[src/rtl/alu_datapath_seq_if.sv]
// Operand/handshake bundle between the control FSM and alu_datapath_seq.
// The master drives sources, selects and Start; the slave returns the registered result and status.
interface alu_datapath_seq_if #(
    parameter int WIDTH = 16
);
    logic [WIDTH-1:0] pc;
    logic [WIDTH-1:0] acc;
    logic [WIDTH-1:0] sp;
    logic [WIDTH-1:0] mdr;
    logic [WIDTH-1:0] se;
    logic [WIDTH-1:0] ze;
    logic [WIDTH-1:0] sl1;
    logic [1:0]       src_a;
    logic [2:0]       src_b;
    logic [3:0]       alu_op;
    logic             start;
    logic             busy;
    logic             done;
    logic [WIDTH-1:0] alu_out;
    logic             zero;
    logic             carry;

    modport master (
        output pc, acc, sp, mdr, se, ze, sl1, src_a, src_b, alu_op, start,
        input  busy, done, alu_out, zero, carry
    );

    modport slave (
        input  pc, acc, sp, mdr, se, ze, sl1, src_a, src_b, alu_op, start,
        output busy, done, alu_out, zero, carry
    );
endinterface

[src/rtl/alu_datapath_seq.sv]
// Operand-select ALU with registered result/flags and an iterative shift-add multiplier.
// Single-cycle ops complete on the Start edge; MUL holds Busy for WIDTH cycles.
module alu_datapath_seq #(
    parameter int WIDTH   = 16,
    parameter int PC_STEP = 2
) (
    input  logic               i_clk,
    input  logic               i_rst,
    alu_datapath_seq_if.slave  bus
);
    localparam int SHW = $clog2(WIDTH);

    localparam logic [0:0] S_IDLE = 1'b0;
    localparam logic [0:0] S_MUL  = 1'b1;

    localparam logic [3:0] OP_ADD   = 4'd0;
    localparam logic [3:0] OP_SUB   = 4'd1;
    localparam logic [3:0] OP_AND   = 4'd2;
    localparam logic [3:0] OP_OR    = 4'd3;
    localparam logic [3:0] OP_XOR   = 4'd4;
    localparam logic [3:0] OP_SLT   = 4'd5;
    localparam logic [3:0] OP_SLL   = 4'd6;
    localparam logic [3:0] OP_SRL   = 4'd7;
    localparam logic [3:0] OP_SRA   = 4'd8;
    localparam logic [3:0] OP_MUL   = 4'd9;
    localparam logic [3:0] OP_PASSB = 4'd10;

    logic [0:0]         r_state;
    logic [WIDTH-1:0]   r_out;
    logic               r_zero;
    logic               r_carry;
    logic               r_done;
    logic [SHW-1:0]     r_cnt;
    logic [2*WIDTH-1:0] r_prod;
    logic [2*WIDTH-1:0] r_mcand;
    logic [WIDTH-1:0]   r_mplier;

    logic [WIDTH-1:0]   w_a;
    logic [WIDTH-1:0]   w_b;
    logic [SHW-1:0]     w_shamt;
    logic [WIDTH-1:0]   w_res;
    logic               w_cout;
    logic [2*WIDTH-1:0] w_prod_next;
    logic               w_last;

    always_comb begin
        w_a = '0;
        case (bus.src_a)
            2'd0:    w_a = bus.pc;
            2'd1:    w_a = bus.acc;
            2'd2:    w_a = bus.sp;
            default: w_a = '0;
        endcase
    end

    always_comb begin
        w_b = '0;
        case (bus.src_b)
            3'd0:    w_b = WIDTH'(PC_STEP);
            3'd1:    w_b = bus.se;
            3'd2:    w_b = bus.mdr;
            3'd3:    w_b = bus.ze;
            3'd4:    w_b = bus.sl1;
            default: w_b = '0;
        endcase
    end

    assign w_shamt = w_b[SHW-1:0];

    // MUL is not resolved here; it goes through the iterative path below.
    always_comb begin
        w_res  = '0;
        w_cout = 1'b0;
        case (bus.alu_op)
            OP_ADD:   {w_cout, w_res} = {1'b0, w_a} + {1'b0, w_b};
            OP_SUB: begin
                w_res  = w_a - w_b;
                w_cout = (w_a >= w_b);
            end
            OP_AND:   w_res = w_a & w_b;
            OP_OR:    w_res = w_a | w_b;
            OP_XOR:   w_res = w_a ^ w_b;
            OP_SLT:   w_res = {{(WIDTH-1){1'b0}}, ($signed(w_a) < $signed(w_b))};
            OP_SLL:   w_res = w_a << w_shamt;
            OP_SRL:   w_res = w_a >> w_shamt;
            OP_SRA:   w_res = $unsigned($signed(w_a) >>> w_shamt);
            OP_PASSB: w_res = w_b;
            default:  w_res = '0;
        endcase
    end

    assign w_prod_next = r_prod + (r_mplier[0] ? r_mcand : '0);
    assign w_last      = (r_cnt == SHW'(WIDTH - 1));

    always_ff @(posedge i_clk or posedge i_rst) begin
        if (i_rst) begin
            r_state  <= S_IDLE;
            r_out    <= '0;
            r_zero   <= 1'b1;
            r_carry  <= 1'b0;
            r_done   <= 1'b0;
            r_cnt    <= '0;
            r_prod   <= '0;
            r_mcand  <= '0;
            r_mplier <= '0;
        end else begin
            r_done <= 1'b0;
            case (r_state)
                S_IDLE: begin
                    if (bus.start) begin
                        if (bus.alu_op == OP_MUL) begin
                            r_mcand  <= {{WIDTH{1'b0}}, w_a};
                            r_mplier <= w_b;
                            r_prod   <= '0;
                            r_cnt    <= '0;
                            r_state  <= S_MUL;
                        end else begin
                            r_out   <= w_res;
                            r_zero  <= (w_res == '0);
                            r_carry <= w_cout;
                            r_done  <= 1'b1;
                        end
                    end
                end
                S_MUL: begin
                    r_prod   <= w_prod_next;
                    r_mcand  <= r_mcand << 1;
                    r_mplier <= r_mplier >> 1;
                    r_cnt    <= r_cnt + 1'b1;
                    if (w_last) begin
                        r_out   <= w_prod_next[WIDTH-1:0];
                        r_zero  <= (w_prod_next[WIDTH-1:0] == '0);
                        r_carry <= |w_prod_next[2*WIDTH-1:WIDTH];
                        r_done  <= 1'b1;
                        r_state <= S_IDLE;
                    end
                end
                default: r_state <= S_IDLE;
            endcase
        end
    end

    assign bus.busy    = (r_state == S_MUL);
    assign bus.done    = r_done;
    assign bus.alu_out = r_out;
    assign bus.zero    = r_zero;
    assign bus.carry   = r_carry;
endmodule

[src/flat_wrapper.sv]
// flat-port wrapper written by rule: the top's interface ports become plain ports
module alu_datapath_seq_flat 
#(
    parameter int WIDTH   = 16,
    parameter int PC_STEP = 2
)
  (i_clk, i_rst, bus_pc, bus_acc, bus_sp, bus_mdr, bus_se, bus_ze, bus_sl1, bus_src_a, bus_src_b, bus_alu_op, bus_start, bus_busy, bus_done, bus_alu_out, bus_zero, bus_carry);
  alu_datapath_seq_if #(.WIDTH(WIDTH)) bus_i ();
  input  logic i_clk;
  input  logic i_rst;
  input wire logic [$bits(bus_i.pc)-1:0] bus_pc;
  input wire logic [$bits(bus_i.acc)-1:0] bus_acc;
  input wire logic [$bits(bus_i.sp)-1:0] bus_sp;
  input wire logic [$bits(bus_i.mdr)-1:0] bus_mdr;
  input wire logic [$bits(bus_i.se)-1:0] bus_se;
  input wire logic [$bits(bus_i.ze)-1:0] bus_ze;
  input wire logic [$bits(bus_i.sl1)-1:0] bus_sl1;
  input wire logic [$bits(bus_i.src_a)-1:0] bus_src_a;
  input wire logic [$bits(bus_i.src_b)-1:0] bus_src_b;
  input wire logic [$bits(bus_i.alu_op)-1:0] bus_alu_op;
  input wire logic [$bits(bus_i.start)-1:0] bus_start;
  output wire logic [$bits(bus_i.busy)-1:0] bus_busy;
  output wire logic [$bits(bus_i.done)-1:0] bus_done;
  output wire logic [$bits(bus_i.alu_out)-1:0] bus_alu_out;
  output wire logic [$bits(bus_i.zero)-1:0] bus_zero;
  output wire logic [$bits(bus_i.carry)-1:0] bus_carry;
  assign bus_i.pc = bus_pc;
  assign bus_i.acc = bus_acc;
  assign bus_i.sp = bus_sp;
  assign bus_i.mdr = bus_mdr;
  assign bus_i.se = bus_se;
  assign bus_i.ze = bus_ze;
  assign bus_i.sl1 = bus_sl1;
  assign bus_i.src_a = bus_src_a;
  assign bus_i.src_b = bus_src_b;
  assign bus_i.alu_op = bus_alu_op;
  assign bus_i.start = bus_start;
  assign bus_busy = bus_i.busy;
  assign bus_done = bus_i.done;
  assign bus_alu_out = bus_i.alu_out;
  assign bus_zero = bus_i.zero;
  assign bus_carry = bus_i.carry;
  alu_datapath_seq #(.WIDTH(WIDTH), .PC_STEP(PC_STEP)) u_core (.i_clk(i_clk), .i_rst(i_rst), .bus(bus_i));
endmodule
[config.mk]
export PLATFORM = sky130hd
export DESIGN_NAME = alu_datapath_seq_flat
export DESIGN_NICKNAME = d
export VERILOG_FILES = /design/src/rtl/alu_datapath_seq_if.sv /design/src/rtl/alu_datapath_seq.sv /design/src/flat_wrapper.sv
export SDC_FILE = /design/constraint.sdc
export NUM_CORES = 1
export LEC_CHECK = 0
export CAP_MARGIN = 40
export CORE_ASPECT_RATIO = 0.75
export CORE_UTILIZATION = 40
export CTS_BUF_LIST = sky130_fd_sc_hd__clkbuf_16
export CTS_CLUSTER_SIZE = 8
export DETAILED_ROUTE_END_ITERATION = 10
export PLACE_DENSITY = 0.74
export SLEW_MARGIN = 5
export SYNTH_ARGS = -nofsm -noshare
export SYNTH_HDL_FRONTEND = slang
export SYNTH_SLANG_ARGS = --single-unit
[constraint.sdc]
create_clock -name i_clk -period 3.5 [get_ports i_clk]
set_clock_uncertainty 0.15 [all_clocks]
set_input_delay 0.875 -clock i_clk [delete_from_list [all_inputs] [get_ports i_clk]]
set_output_delay 0.875 -clock i_clk [all_outputs]
set_load 0.005 [all_outputs]
==> results of run 1 <==
-- metal layers --
| metal | vias up | wire, um | share of wire | GRT usage |
|---|---|---|---|---|
| met1 | 6769 | 22700 | 0.44 | 0.488 |
| li1 | 6564 | - | - | - |
| met5 | - | 0 | 0 | 0 |
| met2 | 766 | 21900 | 0.42 | 0.515 |
| met3 | 128 | 5940 | 0.12 | 0.0943 |
| met4 | 0 | 1130 | 0.022 | 0.0593 |
-- worst max path at each step --
| stage | startpoint | to | slack (ns) |
|---|---|---|---|
| after detailed placement | bus_src_b[0] | u_core.bus.zero | -1.74 |
| after CTS | bus_src_b[2] | u_core.bus.zero | -0.74 |
| after global routing | bus_src_b[2] | u_core.bus.zero | -0.92 |
| after global placement | bus_src_b[0] | u_core.bus.zero | -1.63 |
| final | bus_se[1] | u_core.bus.zero | -0.76 |
| after floorplan | bus_src_b[0] | u_core.bus.zero | -0.98 |
-- cells by family after synthesis --
logic type	after synthesis	synth area share
mux	91	0.0804
xor+xnor	31	0.0237
fa+ha+maj	84	0.0937
flops	104	0.227
compound gates	503	0.295
simple gates	533	0.222
buf+inv	156	0.0584
-- power by group through the flow --
stage | Clock [uW] | Combinational (uW) | Sequential [uW]
finish | 957 | 4580 | 1950
global route | 1020 | 4910 | 1990
CTS | 967 | 4230 | 1920
detailed placement | 0 | 3850 | 1940
global placement | 0 | 3780 | 1930
floorplan | 0 | 2100 | 1860
-- metrics by stage --
stage | setup WS [ns] | total power [uW] | setup TNS [ns] | std cells
after floorplan | -0.977 | 3950 | -10.01 | 1502
after global placement | -1.63 | 5710 | -23.82 | 2320
after detailed placement | -1.74 | 5790 | -25.13 | 2321
after CTS | -0.736 | 7120 | -8.51 | 2387
after global routing | -0.922 | 7920 | -9.88 | 2404
final | -0.757 | 7490 | -8.24 | 2404
-- final cells by class --
class | count | area (um^2)
multi-input combinational | 1242 | 9540
fill | 2341 | 9650
inverter | 56 | 236
clock inverter | 7 | 46.3
clock buffer | 9 | 225
timing repair buffer | 601 | 5260
sequential | 104 | 2610
tap | 385 | 482
-- registers in the layout, summed over array words and instances, names as in the netlist --
register            cells
u_core.bus.busy         1
u_core.r_prod          32
u_core.r_cnt            4
u_core.r_mplier        16
u_core.bus.zero         1
u_core.bus.carry        1
u_core.r_mcand         32
u_core.bus.done         1
u_core.bus.alu_out     16
-- cells in the final DEF, fill, tap and decap left out, types with 16 or more instances in the layout --
master / synthesis / final
mux2i_1: 86 / 76
xnor2_1: 20 / 20
ha_4: 0 / 18
ha_1: 81 / 58
nor3_1: 23 / 16
clkdlybuf4s50_1: 0 / 119
buf_4: 2 / 393
o21ai_0: 131 / 108
nor2_1: 125 / 115
dfrtp_1: 103 / 102
nand2_1: 199 / 191
buf_6: 7 / 46
a21oi_1: 116 / 98
nand3_1: 36 / 31
and2_1: 42 / 39
o211ai_1: 19 / 19
inv_1: 52 / 40
-- timing repair --
item / 4_1_cts / 5_1_grt
hold buffers: 0 / 0
gates cloned: 4 / 0
buffers inserted: 47 / 26
resized for setup: 235 / 114
pin swaps: 81 / 84
setup endpoints to repair: 21 / 28
-- worst reg2reg max path: stages, from the launching register on --
cell	delay [ns]
dfrtp_1	0.42
and2_1	0.19
ha_1	0.24
fa_2	0.46
or4_1	0.51
or4_1	0.55
or4_1	0.57
nor4_2	0.21
nand4_1	0.15
a2bb2oi_1	0.18
o31ai_2	0.07
==> run metrics, run 1 <==
Slew @ Worst Pin=0.915 ns; vias in the first global route=13400; Max Buffers Root-to-Sink=2; Worst setup SP type=input pin; hold_sp=u_core.r_mplier[3]; Core Box Area=28100 um^2; share of cells above drive strength 1=0.351; TritonRoute pass-1 iters=6; switching power total=3190 uW; vias per std cell=just under 6; max incr delay on CP=0.80 ns; CTS clock-pin slew for the worst setup and hold paths=around 0.070 ns; residual DRC count=0; fin util=0.656; Final Hold Vio Count=0; outcome=complete, but fails checks; number of buffers created by CTS=9; n_diodes=0; 1st-iter DRT viols=around 1600; post-DP HPWL=just under 40000 um; post-DR wirelength/cell=21.5 um; cell depth of the worst setup path=12; WP data arrival=4.38 ns; Combinational Power Share=0.612; Post-Route WL=a little over 50000 um; Crit Path Max Fanout=25; Worst Setup End Kind=register; RR Endpoint=u_core.bus.zero; I/O pins=144; crit-path cells=clkdlybuf4s50_1 > a22o_4 > nor2_4 > buf_6 > buf_4 > mux2i_1 > nor2_1 > o32ai_1 > o2111ai_1 > nor4_2 > nand4_1 > o31ai_2; top cell type by total area after synthesis=dfrtp_1; Seq/Total Area, Yosys=0.227; Seq cells post-synth=104; data required time of the worst path=around 3.6 ns; number of I/O port buffers=143; Clk network pwr share=0.128; Routed Antenna Nets=0; Clk Latency, worst-skew pair=~0.35 ns; die height=149 um; syn_nets=1710; Initial Utilization=0.408; R2R depth=10; total power per unit cell area=~410 nW/um^2; LEAKAGE=0.00824 uW; via count=14200; min-delay worst type=reg -> reg; synth unique cells=85; Post-synth EDFFs=0; largest net degree at the start of global routing=69; Hold Path Stages=2; first-pass GRT wire length=roughly 77000 um; final hold slack=0.331 ns; htree depth=3; Clock Sinks=104; final setup violation count=18; Max Clock Freq=235 MHz; count leader, synth=nand2_1; CTS tree=yes; reg2reg start=u_core.r_mplier[0]; row count=53; CP Buf/Inv Count=3; Sw Ratio=0.426; syn_area_per_cell=7.63 um^2; total track usage=0.342; Layout area overhead=60.6%; Primary FF master, synth=dfrtp_1; max-slew violation count=0; period utilization=1.22; min cycle time layout=4.26 ns; Area after DPL=16200 um^2; part of the power in registers=0.260; async set or reset register ratio after synthesis=1.00; die area=29300 um^2; maximum vdd ir drop=about 0.33 mV; initial antenna violation count=0; failing checks=negative setup slack; Nets=roughly 2200; internal cell power=4300 uW; Crit path max-delay family=compound AO/OA/AOI/OAI gates; RSZ-0062 raised after global routing=true; worst setup path category=in -> reg; post-route cell area=18400 um^2; r2r setup slk=-0.28 ns; synth cell count leaders=199 x nand2_1, 131 x o21ai_0, 125 x nor2_1, 116 x a21oi_1, 103 x dfrtp_1; mapped cell area=around 11000 um^2; GR Overflow Total=0; Gate Count Post-Synth=1502; Rel. slew slack=0.388; Die W=roughly 200 um; hold path endpoint=u_core.r_mplier[2]; Area contributors post-synth=dfrtp_1 22%, ha_1 8.8%, mux2i_1 7.5%, nand2_1 6.5%, o21ai_0 5.7%; Max stage delay cell, worst path=o32ai_1; Yosys warning count=0; top-area cell type share of the netlist area=0.225; max-cap violations=0; gpl congestion=roughly 1; CTS root buf=clkbuf_16; fin worst setup slack=-0.757 ns
(Power assumes the default switching activity.)
==> inputs of run 2 (changes only) <==
--- a/config.mk
+++ b/config.mk
@@ -6,12 +6,12 @@
 export NUM_CORES = 1
 export LEC_CHECK = 0
 export CAP_MARGIN = 40
-export CORE_ASPECT_RATIO = 0.75
 export CORE_UTILIZATION = 40
 export CTS_BUF_LIST = sky130_fd_sc_hd__clkbuf_16
 export CTS_CLUSTER_SIZE = 8
 export DETAILED_ROUTE_END_ITERATION = 10
 export PLACE_DENSITY = 0.74
+export SKIP_CTS_REPAIR_TIMING = 1
 export SLEW_MARGIN = 5
 export SYNTH_ARGS = -nofsm -noshare
 export SYNTH_HDL_FRONTEND = slang
==> run 2 against run 1 <==
Against the previous run:
- the run still ends with negative setup slack left
- register-to-register slack improved by 0.06 ns
- critical path depth increased by 7
- core utilization decreased by 1.7 points
- global-route usage decreased by 1.6 points
- total power decreased by 2.7%
- sequential cell count unchanged
- die area about the same
- hold slack about the same
- combinational power decreased by 5.7%
- first-iteration DRC count decreased by 12%
- sequential power increased by 2%
- maximum frequency increased by 0.37%
- critical path type unchanged
- largest cell class unchanged
- largest power group unchanged
==> run metrics, run 2 (same netlist as run 1, synthesis figures left out) <==
largest registers=u_core.r_mcand x32, u_core.r_prod x32; Post-Route WL=51100 um (-1.1%); share of cells above drive strength 1=0.325 (-0.0257); final setup violation count=18 (unchanged); Nets=2186 (-1.6%); worst setup path category=in -> reg; Initial Utilization=0.409 (+0.000584); outcome=complete, but fails checks; initial antenna violation count=1 (+1); largest net degree at the start of global routing=105 (+52%); Max Clock Freq=236 MHz (+0.37%); failing checks=negative setup slack; first-pass GRT wire length=73400 um (-4.8%); min cycle time layout=4.24 ns (-0.0159 ns); final hold slack=0.331 ns (-0.000364 ns); Rel. slew slack=0.401 (+0.0125); GR Overflow Total=0 (unchanged); die area=29300 um^2 (about the same); min-delay worst type=reg -> reg; fillers=2358 (+0.73%); Worst Setup End Kind=register; fin worst setup slack=-0.741 ns (+0.0159 ns); Slew @ Worst Pin=0.898 ns (-0.0169 ns); I/O pins=144 (unchanged); number of buffers created by CTS=9 (unchanged); htree depth=3 (unchanged); WP data arrival=4.37 ns (about the same); Routed Antenna Nets=0 (unchanged); Clock Sinks=104 (unchanged); Final Hold Vio Count=0 (unchanged); Worst setup SP type=input pin; maximum vdd ir drop=0.291 mV (-11%); Crit Path Max Fanout=7 (-72%); die height=171 um (+15%); via count=14100 (-1.1%); commonest non-fill, non-tap cell in the layout=buf_4; Die W=171 um (-13%); 1st-iter DRT viols=1438 (-12%); period utilization=1.21 (-0.00454); number of I/O port buffers=143 (unchanged); max incr delay on CP=0.30 ns (-0.50 ns); CP Buf/Inv Count=8 (+5); Core Box Area=28000 um^2 (-0.14%); RSZ-0062 raised after global routing=true; total track usage=0.326 (-0.0158); Max stage delay cell, worst path=nor4b_4; CTS root buf=clkbuf_16; CP dominant cell by count=buf_4; residual DRC count=0 (unchanged); Area after DPL=16100 um^2 (-0.59%); LEAKAGE=0.00817 uW (-0.93%); Clk Latency, worst-skew pair=0.37 ns (+0.02 ns); max-slew violation count=0 (unchanged); row count=61 (+15%); commonest cells after routing, fill and taps aside=369 x buf_4, 192 x nand2_1, 119 x nor2_1, 113 x clkdlybuf4s50_1, 112 x o21ai_0; CTS tree=yes; TritonRoute pass-1 iters=6 (unchanged); vias per std cell=5.96 (+0.75%); gpl congestion=1.04 (+3.8%); vias in the first global route=13100 (-2.2%); post-DP HPWL=38400 um (-2.3%); max-cap violations=0 (unchanged); crit-path cells=dlymetal6s2s_1 > nor2b_4 > buf_12 > nand2_1 > o21ai_0 > buf_4 > buf_4 > inv_1 > buf_4 > mux2i_1 > buf_4 > nand2_1 > a31oi_1 > o21ai_0 > o2111ai_1 > buf_4 > nor4b_4 > nand4_1 > o31ai_2; n_diodes=0 (unchanged); Layout area overhead=56.3%; Crit path max-delay family=buffers and inverters; Max Buffers Root-to-Sink=2 (unchanged); post-route cell area=17900 um^2 (-2.7%); CTS clock-pin slew for the worst setup and hold paths=0.07 ns (about the same); data required time of the worst path=3.63 ns (about the same); total power per unit cell area=407 nW/um^2 (about the same); post-DR wirelength/cell=21.6 um (+0.78%)
## run 2: cell types whose count changed in the layout (fill, tap and decap cells not counted), sizes merged
cell,change
buf,-38
dlymetal6s2s,+23
dlygate4sd2,-14
clkdlybuf4s50,-6
clkbuf,+2
clkdlybuf4s15,-2
clkinv,-2
bufbuf,-1
clkinvlp,+1
## run 2: worst paths after layout
path                                         start                  to  slack [ns]  depth (start not counted)
worst max-delay path                  bus_src_a[0]     u_core.bus.zero       -0.74                         19
worst min-delay path            u_core.r_mplier[8]  u_core.r_mplier[7]        0.33                          2
worst max register to register   u_core.r_mcand[0]     u_core.bus.zero       -0.22                         14
worst min register to register  u_core.r_mplier[8]  u_core.r_mplier[7]        0.33                          2
max in group asynchronous                    i_rst     u_core.bus.busy        1.82                          3
min in group asynchronous                    i_rst    u_core.r_prod[4]        0.83                          3
## run 2: power breakdown
group | switching, uW | internal [uW]
clock network | 489 | 485
logic | 2280 | 2040
registers | 362 | 1630
## run 2: per-layer routing
metal,global-route usage,wire [um],vias up,share of wire
met1,0.423,20600,6682,0.40
met5,0,10,-,0.00020
met2,0.534,23700,728,0.46
met4,0.128,2220,2,0.043
li1,-,-,6497,-
met3,0.0594,4580,163,0.090
## run 2: through the flow
step	total power, uW	utilization	TNS, ns	cells	setup WS (ns)
global route	7700	0.639	-12.07	2360	-0.908
global placement	5650	0.574	-24.47	2303	-1.70
detailed placement	5750	0.574	-25.73	2303	-1.79
finish	7280	0.639	-9.15	2360	-0.741
CTS	6730	0.584	-19.30	2318	-1.43
floorplan	3950	-	-10.01	1502	-0.977
## run 2: final cells by class
cell class / instances / area, um^2 / share of cell area
Tap cell: 378 / 473 / 0.0264
Clock buffer: 9 / 225 / 0.0126
Sequential cell: 104 / 2610 / 0.146
Clock inverter: 6 / 46.3 / 0.00259
Multi-Input combinational cell: 1242 / 9300 / 0.519
Inverter: 56 / 228 / 0.0127
Timing Repair Buffer: 565 / 5020 / 0.281
## run 2: tightest hold or removal path, stage by stage, from the launching register on
cell,delay (ns)
dfrtp_1,0.34
nand2_1,0.04
o21ai_0,0.06
